===== src/rtl/mem_stall_ctrl_pkg.sv =====
// Shared definitions for the memory stall controller.
// Holds the access FSM state encoding and the wait-state counter limits.
package mem_stall_ctrl_pkg;

    typedef enum logic [1:0] {
        StIdle   = 2'd0,
        StAccess = 2'd1,
        StDone   = 2'd2
    } state_e;

    localparam int unsigned WaitStatesMax = 15;
    localparam int unsigned WaitCntW      = 4;

endpackage


===== src/rtl/mem_stall_arbiter.sv =====
// Winner select for the memory stall controller.
// Optional macro MEM_STALL_RR_EN: round-robin search starting at a pointer that
// moves to winner+1 on each grant. Without it, the lowest pending index wins.
// Ports:
//   clk, reset  - clock and synchronous active-high reset (pointer only)
//   pending     - per-channel request pending
//   grant       - high in the cycle the controller accepts the current winner
//   any_pending - at least one channel is pending
//   winner      - index of the selected channel
module mem_stall_arbiter #(
    parameter int unsigned N_CH = 2,
    localparam int unsigned IdxW = (N_CH > 1) ? $clog2(N_CH) : 1
) (
    input  logic            clk,
    input  logic            reset,
    input  logic [N_CH-1:0] pending,
    input  logic            grant,
    output logic            any_pending,
    output logic [IdxW-1:0] winner
);

`ifdef MEM_STALL_RR_EN
    logic [IdxW-1:0] ptr_q;

    always_comb begin
        int unsigned idx;
        idx         = 0;
        any_pending = 1'b0;
        winner      = '0;
        for (int unsigned k = 0; k < N_CH; k++) begin
            idx = (32'(ptr_q) + k) % N_CH;
            if (!any_pending && pending[idx]) begin
                any_pending = 1'b1;
                winner      = IdxW'(idx);
            end
        end
    end

    always_ff @(posedge clk) begin
        if (reset) begin
            ptr_q <= '0;
        end else if (grant) begin
            ptr_q <= (winner == IdxW'(N_CH - 1)) ? '0 : winner + 1'b1;
        end
    end
`else
    always_comb begin
        any_pending = 1'b0;
        winner      = '0;
        for (int unsigned k = 0; k < N_CH; k++) begin
            if (!any_pending && pending[k]) begin
                any_pending = 1'b1;
                winner      = IdxW'(k);
            end
        end
    end

    // Fixed priority keeps no state.
    logic unused_arb_inputs;
    assign unused_arb_inputs = clk ^ reset ^ grant;
`endif

endmodule


===== src/rtl/mem_stall_ctrl.sv =====
// Multi-channel memory access controller with per-channel clock stall.
// Arbitrates N_CH request channels onto one memory port, inserts WAIT_STATES
// extra cycles per access and holds each requester's clock until its DONE cycle.
// Optional macro MEM_STALL_RR_EN selects round-robin arbitration (see arbiter).
// Ports:
//   clk, reset                  - clock, synchronous active-high reset
//   req_memread/req_memwrite    - per-channel level requests (write wins)
//   req_addr/req_wrdata/req_sign_mask - packed per-channel request fields
//   req_rddata                  - packed per-channel registered read data
//   clk_stall                   - per-channel clock hold
//   mem_*                       - registered shared memory port; mem_rddata in
module mem_stall_ctrl
    import mem_stall_ctrl_pkg::*;
#(
    parameter int unsigned N_CH        = 2,
    parameter int unsigned ADDR_W      = 32,
    parameter int unsigned DATA_W      = 32,
    parameter int unsigned WAIT_STATES = 1
) (
    input  logic                   clk,
    input  logic                   reset,
    input  logic [N_CH-1:0]        req_memread,
    input  logic [N_CH-1:0]        req_memwrite,
    input  logic [N_CH*ADDR_W-1:0] req_addr,
    input  logic [N_CH*DATA_W-1:0] req_wrdata,
    input  logic [N_CH*4-1:0]      req_sign_mask,
    output logic [N_CH*DATA_W-1:0] req_rddata,
    output logic [N_CH-1:0]        clk_stall,
    output logic [ADDR_W-1:0]      mem_addr,
    output logic [DATA_W-1:0]      mem_wrdata,
    output logic                   mem_memread,
    output logic                   mem_memwrite,
    output logic [3:0]             mem_sign_mask,
    input  logic [DATA_W-1:0]      mem_rddata
);

    localparam int unsigned IdxW = (N_CH > 1) ? $clog2(N_CH) : 1;

    state_e                 state_q, state_d;
    logic [WaitCntW-1:0]    wait_cnt_q, wait_cnt_d;
    logic [IdxW-1:0]        winner_q, winner_d;
    logic [ADDR_W-1:0]      addr_q, addr_d;
    logic [DATA_W-1:0]      wrdata_q, wrdata_d;
    logic [3:0]             mask_q, mask_d;
    logic                   rd_q, rd_d;
    logic                   wr_q, wr_d;
    logic [N_CH*DATA_W-1:0] rddata_q, rddata_d;

    logic [N_CH-1:0] pending;
    logic            arb_any;
    logic [IdxW-1:0] arb_winner;
    logic            grant;

    assign pending = req_memread | req_memwrite;

    mem_stall_arbiter #(
        .N_CH (N_CH)
    ) u_arbiter (
        .clk         (clk),
        .reset       (reset),
        .pending     (pending),
        .grant       (grant),
        .any_pending (arb_any),
        .winner      (arb_winner)
    );

    always_comb begin
        state_d    = state_q;
        wait_cnt_d = wait_cnt_q;
        winner_d   = winner_q;
        addr_d     = addr_q;
        wrdata_d   = wrdata_q;
        mask_d     = mask_q;
        rd_d       = rd_q;
        wr_d       = wr_q;
        rddata_d   = rddata_q;
        grant      = 1'b0;
        case (state_q)
            StIdle: begin
                if (arb_any) begin
                    grant      = 1'b1;
                    winner_d   = arb_winner;
                    addr_d     = req_addr[arb_winner*ADDR_W +: ADDR_W];
                    wrdata_d   = req_wrdata[arb_winner*DATA_W +: DATA_W];
                    mask_d     = req_sign_mask[arb_winner*4 +: 4];
                    wr_d       = req_memwrite[arb_winner];
                    rd_d       = req_memread[arb_winner] & ~req_memwrite[arb_winner];
                    wait_cnt_d = WaitCntW'(WAIT_STATES);
                    state_d    = StAccess;
                end
            end
            StAccess: begin
                if (wait_cnt_q == '0) begin
                    if (rd_q) begin
                        rddata_d[winner_q*DATA_W +: DATA_W] = mem_rddata;
                    end
                    rd_d    = 1'b0;
                    wr_d    = 1'b0;
                    state_d = StDone;
                end else begin
                    wait_cnt_d = wait_cnt_q - 1'b1;
                end
            end
            StDone:  state_d = StIdle;
            default: state_d = StIdle;
        endcase
    end

    always_ff @(posedge clk) begin
        if (reset) begin
            state_q    <= StIdle;
            wait_cnt_q <= '0;
            winner_q   <= '0;
            addr_q     <= '0;
            wrdata_q   <= '0;
            mask_q     <= '0;
            rd_q       <= 1'b0;
            wr_q       <= 1'b0;
            rddata_q   <= '0;
        end else begin
            state_q    <= state_d;
            wait_cnt_q <= wait_cnt_d;
            winner_q   <= winner_d;
            addr_q     <= addr_d;
            wrdata_q   <= wrdata_d;
            mask_q     <= mask_d;
            rd_q       <= rd_d;
            wr_q       <= wr_d;
            rddata_q   <= rddata_d;
        end
    end

    // Stall releases only for the served channel's DONE cycle; it is purely a
    // function of pending, so it also follows the requests during reset.
    always_comb begin
        clk_stall = '0;
        for (int unsigned i = 0; i < N_CH; i++) begin
            clk_stall[i] = pending[i] & ~((state_q == StDone) && (winner_q == IdxW'(i)));
        end
    end

    assign req_rddata    = rddata_q;
    assign mem_addr      = addr_q;
    assign mem_wrdata    = wrdata_q;
    assign mem_memread   = rd_q;
    assign mem_memwrite  = wr_q;
    assign mem_sign_mask = mask_q;

endmodule


===== config.mk =====
export PLATFORM = sky130hd
export DESIGN_NAME = mem_stall_ctrl
export DESIGN_NICKNAME = d
export VERILOG_FILES = /design/src/rtl/mem_stall_ctrl_pkg.sv /design/src/rtl/mem_stall_arbiter.sv /design/src/rtl/mem_stall_ctrl.sv
export SDC_FILE = /design/constraint.sdc
export NUM_CORES = 1
export LEC_CHECK = 0
export BUFFER_PORTS_ARGS = -buffer_cell sky130_fd_sc_hd__buf_2
export CORE_MARGIN = 3
export CORE_UTILIZATION = 40
export CTS_CLUSTER_DIAMETER = 80
export DETAILED_ROUTE_END_ITERATION = 7
export GPL_TIMING_DRIVEN = 0
export PLACE_DENSITY = 0.8
export SYNTH_ARGS = -nofsm -noshare
export SYNTH_HDL_FRONTEND = slang
export SYNTH_SLANG_ARGS = --single-unit

===== constraint.sdc =====
create_clock -name clk -period 1.91 [get_ports clk]
set_input_delay 0.382 -clock clk [delete_from_list [all_inputs] [get_ports clk]]
set_output_delay 0.382 -clock clk [all_outputs]
set_load 0.01 [all_outputs]

# Yosys cells after proc, flatten, opt, wreduce, memory -nomap -nowiden
# Index checks and enable logic that the tools add are counted.
# Widths: inputs -> output; s select.
[classes]
add_sub_neg = 2
order_cmp = 1
eq_ne = 5
shifts = 5
n_mux = 19
n_bitwise = 8
reduce_logical = 12
[ops]
columns = ["operator", "n"]
rows = [
  ["$shiftx 64x7->32", 2],
  ["$bwmux 64", 1],
  ["$shift 32x34->64 const A", 1],
  ["$shiftx 32x34->64", 1],
  ["$neg 6->34", 1],
  ["$mux 1", 10],
  ["$reduce_and 3->1", 3],
  ["$mux 4", 2],
  ["$pmux 4 s2", 1],
  ["$shiftx 8x4->4", 1],
  ["$ne 2x2->1 const B", 3],
  ["$logic_not 4->1", 1],
  ["$mux 2", 2],
  ["$not 1->1", 4],
  ["$pmux 1 s2", 2],
  ["$pmux 2 s2", 1],
  ["$reduce_and 2->1", 2],
  ["$sub 4x1->4 const B", 1],
  ["$and 1x1->1", 3],
  ["$logic_and 1x1->1", 3],
  ["$eq 2x1->1 const B", 1],
  ["$eq 2x2->1 const B", 1],
  ["$logic_not 2->1", 1],
  ["$lt 1x2->1 const B", 1],
  ["3 further kinds", 3],
]
[word_totals]
regBits = 141
inputBits = 174
output_inout_bits = 136
word_cells = 61

# Longest topological paths before layout
# Gate-level depths: netlist of the first run.
[logic_depth]
depth_word = 11
depth_mapped = 7

# Cells and area by module
# A second synthesis of the first run with hierarchy kept.
[unflattened]
cells_unflattened = 658
area_unflattened_um2 = 6077.1
[by_module_without_submodules]
columns = ["mod", "n_inst", "cells_each", "area_per_inst_um2", "seq_area_each_um2"]
rows = [
  ["mem_stall_ctrl", 1, 656, 6064.6, 2822.7],
  ["mem_stall_arbiter", 1, 2, 12.5, 0.0],
]

# Worst setup path before layout of the first run
# OpenSTA, ideal clock, no wires.
[synth_path]
path_kind = "reg-to-reg"
start = "register wait_cnt_q[0]"
end = "register wait_cnt_q[1]"
t_arrival_ps = 1454
slack_ps = 340
stages_incl_launch_ff = 6
path_buffers = 0
synth_period_minus_slack_ps = 1570
cell_sequence = "dfxtp_1 > inv_1 > ha_1 > or3b_2 > and3_1 > a41o_1"
[synth_between]
elab_chain_len = 3
[synth_lines]
columns = ["item", "line_no", "rtl"]
rows = [
  ["from (decl)", "mem_stall_ctrl.sv:40", "logic [WaitCntW-1:0] wait_cnt_q, wait_cnt_d;"],
  ["from (signal assigned)", "mem_stall_ctrl.sv:122", "wait_cnt_q <= wait_cnt_d;"],
  ["$sub 4x1->4 / $logic_not 4->1 (equally long branches)", "mem_stall_ctrl.sv:101, mem_stall_ctrl.sv:93", ""],
  ["$mux 4 / $ne 2x2->1 (equally long branches)", "n/a", ""],
  ["$pmux 4 s2 / $reduce_and 3->1 (equally long branches)", "n/a", ""],
]
# Several ways; a longest one is shown, not always the timed one. The select of a mux whose other input is x is not followed.
# A chain may end at the register's enable or synchronous reset.

# Worst setup path in the final report of the first run
[layout_path]
start = "register state_q[1]"
end = "register addr_q[24], in the netlist mem_addr[24]"
[layout_between]
elab_chain_len = 2
[layout_lines]
columns = ["item", "line_no", "rtl"]
rows = [
  ["from (decl)", "mem_stall_ctrl.sv:39", "state_e state_q, state_d;"],
  ["from (signal assigned)", "mem_stall_ctrl.sv:111", "state_q <= StIdle;"],
  ["from (signal assigned)", "mem_stall_ctrl.sv:121", "state_q <= state_d;"],
  ["$logic_not 2->1", "mem_stall_ctrl.sv:78", "case (state_q)"],
  ["$reduce_and 2->1 (no line)", "n/a", ""],
  ["to (signal assigned)", "mem_stall_ctrl.sv:124", "addr_q <= addr_d;"],
  ["to (decl)", "mem_stall_ctrl.sv:42", "logic [ADDR_W-1:0] addr_q, addr_d;"],
]
# Every way passes these cells.

==> flow_summary.toml, run 1 <==
[routing]
vias = 7379
drc = 0
vias_per_cell = 5.76
wire_per_inst_um = 18.3
routed_wl_mm = 23.4
drtAntennaViolNets = 0
drt_iter0_drc = 317
drtPass1Iterations = 5

[timing]
timing.hold.ws_ns = 0.215
tightest_slew_ns = 0.636
finalSetupViolCount = 0
relSlewSlack_pct = 57.6
slew_viol_final = 0
finalHoldViolCount = 0
timing.final.crit_period_ns = 1.83
fmax_mhz = 546
setup_ws_ns = 0.0783
rsz0062_at_grt = "no"
finalClockSkew_ns = 0.0166
min_period_over_period_pct = 95.9

[power]
pwr-share-clk_pct = 39.4
p_switching_uw = 2600
internal-power_uw = 5880
power.share.sequential_pct = 39.6
switching_share_pct = 30.7
comb_power_share_pct = 21.0
peakVddDrop_v = 0.000601
total_power_uw = 8470
p_leak_uw = 0.00364
p_per_area_nw_per_um2 = 988

[die]
initial_core_util_pct = 41.7
rows = 44
die_area_um2 = 17000
chipHeight_um = 130
die_x_um = 130
core_um2 = 14800
ios = 310

[cells_and_area]
fillCellCount = 1416
final_cell_mix = "buf_2 (334), dfxtp_1 (141), a21oi_1 (136), nand3_1 (133), o21ai_0 (126)"
final_net_count = 1257
area_delta_synth_final_pct = 38.8
drive_above_1_share_pct = 35.6
layout_commonest_cell = "buf_2"
fin_area_um2 = 8580
fin_cells = 1280

[critical_path]
slowest_delay_ns = 0.40
worstSetupEndpointType = "flip-flop"
path_depth = 4
crit_end = "mem_addr[24]$_SDFFE_PP0P_"
cp.arrival_ns = 2.11
path_buf_inv = 1
worst_setup_path_start_kind = "flip-flop"
r2r-end = "mem_addr[24]$_SDFFE_PP0P_"
crit_family = "simple AND/OR/NAND/NOR gates"
reg2reg_slack_ns = 0.08
cp.required_ns = 2.19
r2r_cells = 4
r2r-start = "state_q[1]$_SDFFE_PP0P_"
critPathKind = "flip-flop to flip-flop"
path_max_fanout = 10
slowest_stage = "clkbuf_1"
path_cells = "or2_2 > nor2_2 > clkbuf_1 > a311oi_1"
crit_start = "state_q[1]$_SDFFE_PP0P_"

[synth]
syn_nets = 931
synth_cell_types = 42
synth_seq_cells = 141
synthCells = 755
ys_seq_area_share_pct = 45.7
synth.avg_cell_area_um2 = 8.18
syn_area_um2 = 6180
yosysWarnings = 0

[global_routing]
grt_pass1_vias = 6884
antenna_found_initial = 2
grt_usage_pct = 26.3
gr-total-overflow = 0
grt_max_degree = 17
grt_pass1_wl_mm = 35.2

[placement]
place_hpwl_mm = 17.3
dpl.cell_count = 1247
portBuffers = 308
preCtsSetupSlack_ns = -0.159
gp_congestion = 0.904
dpl_cell_area_um2 = 7950

[run]
cap_viol_max_count = 0

[clock_tree]
cts_tree = "built"
numCtsBuffers = 17
hold_buffers = 0
ctsLongestPathBuffers = 2
cts_root_buf = "clkbuf_16"
clk_latency_ns = 0.43
clock_sinks = 141
h-tree-depth = 4
clk_pin_slew_worst_paths_ns = 0.06

[run_status]
status = "completed"

[hold_path]
hold_class = "input pin to flip-flop"
==> metal layers <==
layer / vias to the layer above / global-route usage (%) / wire length (µm)
li1: 3514 / - / -
met1: 3436 / 30.6 / 8860
met2: 370 / 44.7 / 11800
met3: 59 / 7.78 / 2110
met4: 0 / 11.9 / 672
met5: - / 0 / 0
==> area by class of cell <==
class / count / area, µm² / share of cell area (%)
repair buffers: 308 / 1540 / 18.0
plain buffers: 94 / 418 / 4.87
multi-input cells: 513 / 2940 / 34.3
clock inverters: 12 / 136 / 1.59
flip-flops and latches: 141 / 2820 / 32.9
inverters: 6 / 22.5 / 0.263
clock buffers: 20 / 457 / 5.32
well taps: 184 / 230 / 2.68
diodes: 2 / 5.00 / 0.0584
==> worst min path at each step <==
stage | depth (start not counted) | endpoint | from
after global placement | 2 | req_rddata[22]$_SDFFE_PP0P_ | req_rddata[22]$_SDFFE_PP0P_
after global routing | 3 | req_rddata[15]$_SDFFE_PP0P_ | mem_rddata[15]
after floorplan | 1 | mem_memread$_SDFFE_PP0P_ | req_memwrite[0]
final | 3 | req_rddata[15]$_SDFFE_PP0P_ | mem_rddata[15]
after CTS | 3 | req_rddata[15]$_SDFFE_PP0P_ | mem_rddata[15]
after detailed placement | 2 | req_rddata[56]$_SDFFE_PP0P_ | req_rddata[56]$_SDFFE_PP0P_
==> sequential cells by signal, summed over array words and instances (netlist names) <==
name / count
mem_sign_mask: 4
req_rddata: 64
mem_memread: 1
winner_q: 1
state_q: 2
mem_wrdata: 32
mem_memwrite: 1
mem_addr: 32
wait_cnt_q: 4
==> kinds of logic (layout without fill, tap and decap cells) <==
logic type                 Yosys count  count (layout)  share of synthesized area, %
AOI/OAI and AO/OA                  350             350                          33.1
adders and majority gates            2               2                         0.405
buffers and inverters              101             440                          6.95
DFF                                141             141                          45.7
other                                0               2                             0
and+or+nand+nor                    161             161                          13.9
==> cells in the mapped netlist (all sizes together) <==
cell | count | area (µm²)
dfxtp | 141 | 2820
nand4bb | 1 | 11.3
a31oi | 3 | 18.8
o221ai | 2 | 17.5
a31o | 1 | 8.76
o211ai | 1 | 7.51
inv | 6 | 22.5
a21oi | 136 | 681
clkbuf | 65 | 248
o21ai | 133 | 666
a211oi | 2 | 15.0
nor4bb | 1 | 10.0
a41o | 1 | 10.0
a21bo | 1 | 10.0
buf | 30 | 159
or4 | 1 | 7.51
a311oi | 68 | 596
and4b | 1 | 10.0
or3b | 2 | 17.5
nand4b | 2 | 17.5
nor4 | 1 | 12.5
ha | 2 | 25.0
nand2b | 1 | 6.26
nand2 | 2 | 10.0
o41ai | 1 | 8.76
nand3 | 133 | 666
or2 | 3 | 18.8
nor2 | 6 | 25.0
o31ai | 1 | 7.51
nor2b | 3 | 18.8
nor3 | 1 | 5.00
nand4 | 1 | 6.26
and3 | 1 | 6.26
nor3b | 1 | 7.51
==> worst register-to-register path: cells and delay by family, from the launching register on <==
kind	cells	cell delay [ns]
AOI/OAI and AO/OA	1	0.17
and+or+nand+nor	2	0.73
DFF	1	0.39
buffers and inverters	1	0.41
==> power groups by stage <==
stage               registers (µW)  logic (µW)  clock network (µW)
CTS                           3350        1770                3360
finish                        3360        1780                3340
global route                  3380        1960                3500
detailed placement            3410        1760                   0
global placement              3410        1750                   0
floorplan                     3510         874                   0
==> repair_timing <==
item | 4_1_cts | 5_1_grt
setup endpoints to repair | 35 | 63
pin swaps | 0 | 0
endpoints found under the hold margin | 0 | 0
buffers inserted | 0 | 0
gates resized for setup | 3 | 18
==> per-stage QoR <==
step | utilization, % | TNS [ns]
floorplan | - | 0
global placement | 53.7 | -11.87
detailed placement | 53.7 | -13.08
CTS | 57.7 | 0
global route | 57.9 | 0
finish | 57.9 | 0
Note: power is estimated with default switching activity, not from simulation.
==> run 2, diff against run 1 <==
BUFFER_PORTS_ARGS = -buffer_cell sky130_fd_sc_hd__clkbuf_2   (was -buffer_cell sky130_fd_sc_hd__buf_2)
==> run 2 against run 1 <==
  * Worst hold slack worse by 0.0087 ns
  * Combinational power barely moved
  * First-iteration DRC count grew 31%
  * Critical endpoint is now req_rddata[32]$_SDFFE_PP0P_
  * Cell area is 0.31% higher
  * Critical path type unchanged
==> flow_summary.toml, run 2 (synthesis gave the netlist of run 1 again) <==
[run_status]
status = "completed"

[die]
ios = 310
die_x_um = 130
chipHeight_um = 130
die_area_um2 = 17000
rows = 44
core_um2 = 14800
initial_core_util_pct = 41.7

[global_routing]
grt_pass1_vias = 6931
antenna_found_initial = 0
gr-total-overflow = 0
grt_usage_pct = 26.2
grt_pass1_wl_mm = 35.1
grt_max_degree = 17

[placement]
portBuffers = 308
place_hpwl_mm = 17.3
gp_congestion = 0.895
dpl_cell_area_um2 = 7950
preCtsSetupSlack_ns = -0.238
dpl.cell_count = 1247

[clock_tree]
clk_latency_ns = 0.42
clock_sinks = 141
cts_tree = "built"
ctsLongestPathBuffers = 2
clk_pin_slew_worst_paths_ns = 0.06
h-tree-depth = 4
numCtsBuffers = 17
cts_setup_buffers = 0
cts_root_buf = "clkbuf_16"

[cells_and_area]
final_net_count = 1258
drive_above_1_share_pct = 35.6
largest_reg_flops = 64
layout_commonest_cell = "clkbuf_2"
final_cell_mix = "clkbuf_2 (318), dfxtp_1 (141), a21oi_1 (136), nand3_1 (133), o21ai_0 (126)"
fin_cells = 1278
fillCellCount = 1427
fin_area_um2 = 8600
diodes = 0
area_delta_synth_final_pct = 39.2

[timing]
slew_viol_final = 0
finalHoldViolCount = 0
tightest_slew_ns = 0.631
timing.hold.ws_ns = 0.206
finalSetupViolCount = 0
setup_ws_ns = 0.148
finalClockSkew_ns = 0.0118
relSlewSlack_pct = 57.9
min_period_over_period_pct = 92.3
timing.final.crit_period_ns = 1.76
fmax_mhz = 567

[critical_path]
r2r-end = "req_rddata[32]$_SDFFE_PP0P_"
worst_setup_path_start_kind = "flip-flop"
r2r-start = "state_q[0]$_SDFFE_PP0P_"
critPathKind = "flip-flop to flip-flop"
path_max_fanout = 10
worstSetupEndpointType = "flip-flop"
reg2reg_slack_ns = 0.15
r2r_cells = 5
cp.required_ns = 2.20
cp.arrival_ns = 2.05

[hold_path]
worstHoldStart = "mem_rddata[13]"
hold_class = "input pin to flip-flop"
holdPathEnd = "req_rddata[13]$_SDFFE_PP0P_"
hold_depth = 3

[routing]
drt_iter0_drc = 415
drc = 0
wire_per_inst_um = 18.2
routed_wl_mm = 23.3
vias = 7361
drtPass1Iterations = 5
vias_per_cell = 5.76
drtAntennaViolNets = 0

[power]
p_per_area_nw_per_um2 = 1010
peakVddDrop_v = 0.000602
p_leak_uw = 0.00361

[run]
cap_viol_max_count = 0
==> run 2: cell types whose count changed in the layout (fill, tap and decap cells not counted), sizes merged <==
cell    delta
bufinv     +2
clkbuf   +308
inv        -3
buf      -307
diode      -2
==> run 2: stage by stage <==
| step | utilization, % | setup TNS (ns) | power (µW) |
|---|---|---|---|
| 6_report | 58.1 | 0 | 8660 |
| 5_1_grt | 58.1 | -0.0248 | 9030 |
| 4_1_cts | 58.0 | 0 | 8680 |
| 3_5_place_dp | 53.7 | -18.01 | 5170 |
| 3_3_place_gp | 53.7 | -12.96 | 5160 |
| 2_1_floorplan | - | 0 | 4380 |
==> run 2: cell type report <==
type	count	area (µm²)	share of cell area, %
Sequential cell	141	2820	32.8
Timing Repair Buffer	308	1540	17.9
Inverter	6	22.5	0.262
Clock inverter	11	166	1.93
Clock buffer	20	457	5.31
Buffer	95	422	4.90
Multi-Input combinational cell	513	2940	34.2
Tap cell	184	230	2.68
==> run 2: how the worst max path moves through the flow <==
stage                                           from                     endpoint  cells after the start
final                        state_q[0]$_SDFFE_PP0P_  req_rddata[32]$_SDFFE_PP0P_                      5
after global routing      wait_cnt_q[0]$_SDFFE_PP0P_  req_rddata[45]$_SDFFE_PP0P_                      7
after CTS                            req_memwrite[1]                 clk_stall[1]                      5
after detailed placement             req_memwrite[0]                 clk_stall[0]                      5
after global placement               req_memwrite[1]    mem_addr[26]$_SDFFE_PP0P_                      6
after floorplan           wait_cnt_q[0]$_SDFFE_PP0P_   wait_cnt_q[1]$_SDFFE_PP0P_                      5
==> run 2: power breakdown <==
group	switching, µW	internal, µW	total, µW	leakage [µW]
combinational	1100	666	1770	0.00215
sequential	165	3200	3370	0.00116
clock	1290	2240	3530	0.000298
total	2550	6110	8660	0.00361
==> run 2: critical path, stage by stage (launching register included) <==
cell and delay (ns):
dfxtp_1 0.41, or3b_1 0.48, buf_2 0.22, buf_2 0.21
o21ai_0 0.20, a21oi_1 0.08
==> run 2: metal layers <==
metal	share of wire, %	track usage (%)	up-vias
li1	-	-	3517
met1	38	30.7	3454
met2	50	45.6	346
met3	8.8	8.23	44
met4	2.4	8.37	0
met5	0	0	-
==> run 2: repair_timing <==
action	in CTS	in global routing
setup endpoints to repair	33	67
gates resized for setup	4	18
hold buffers	0	0
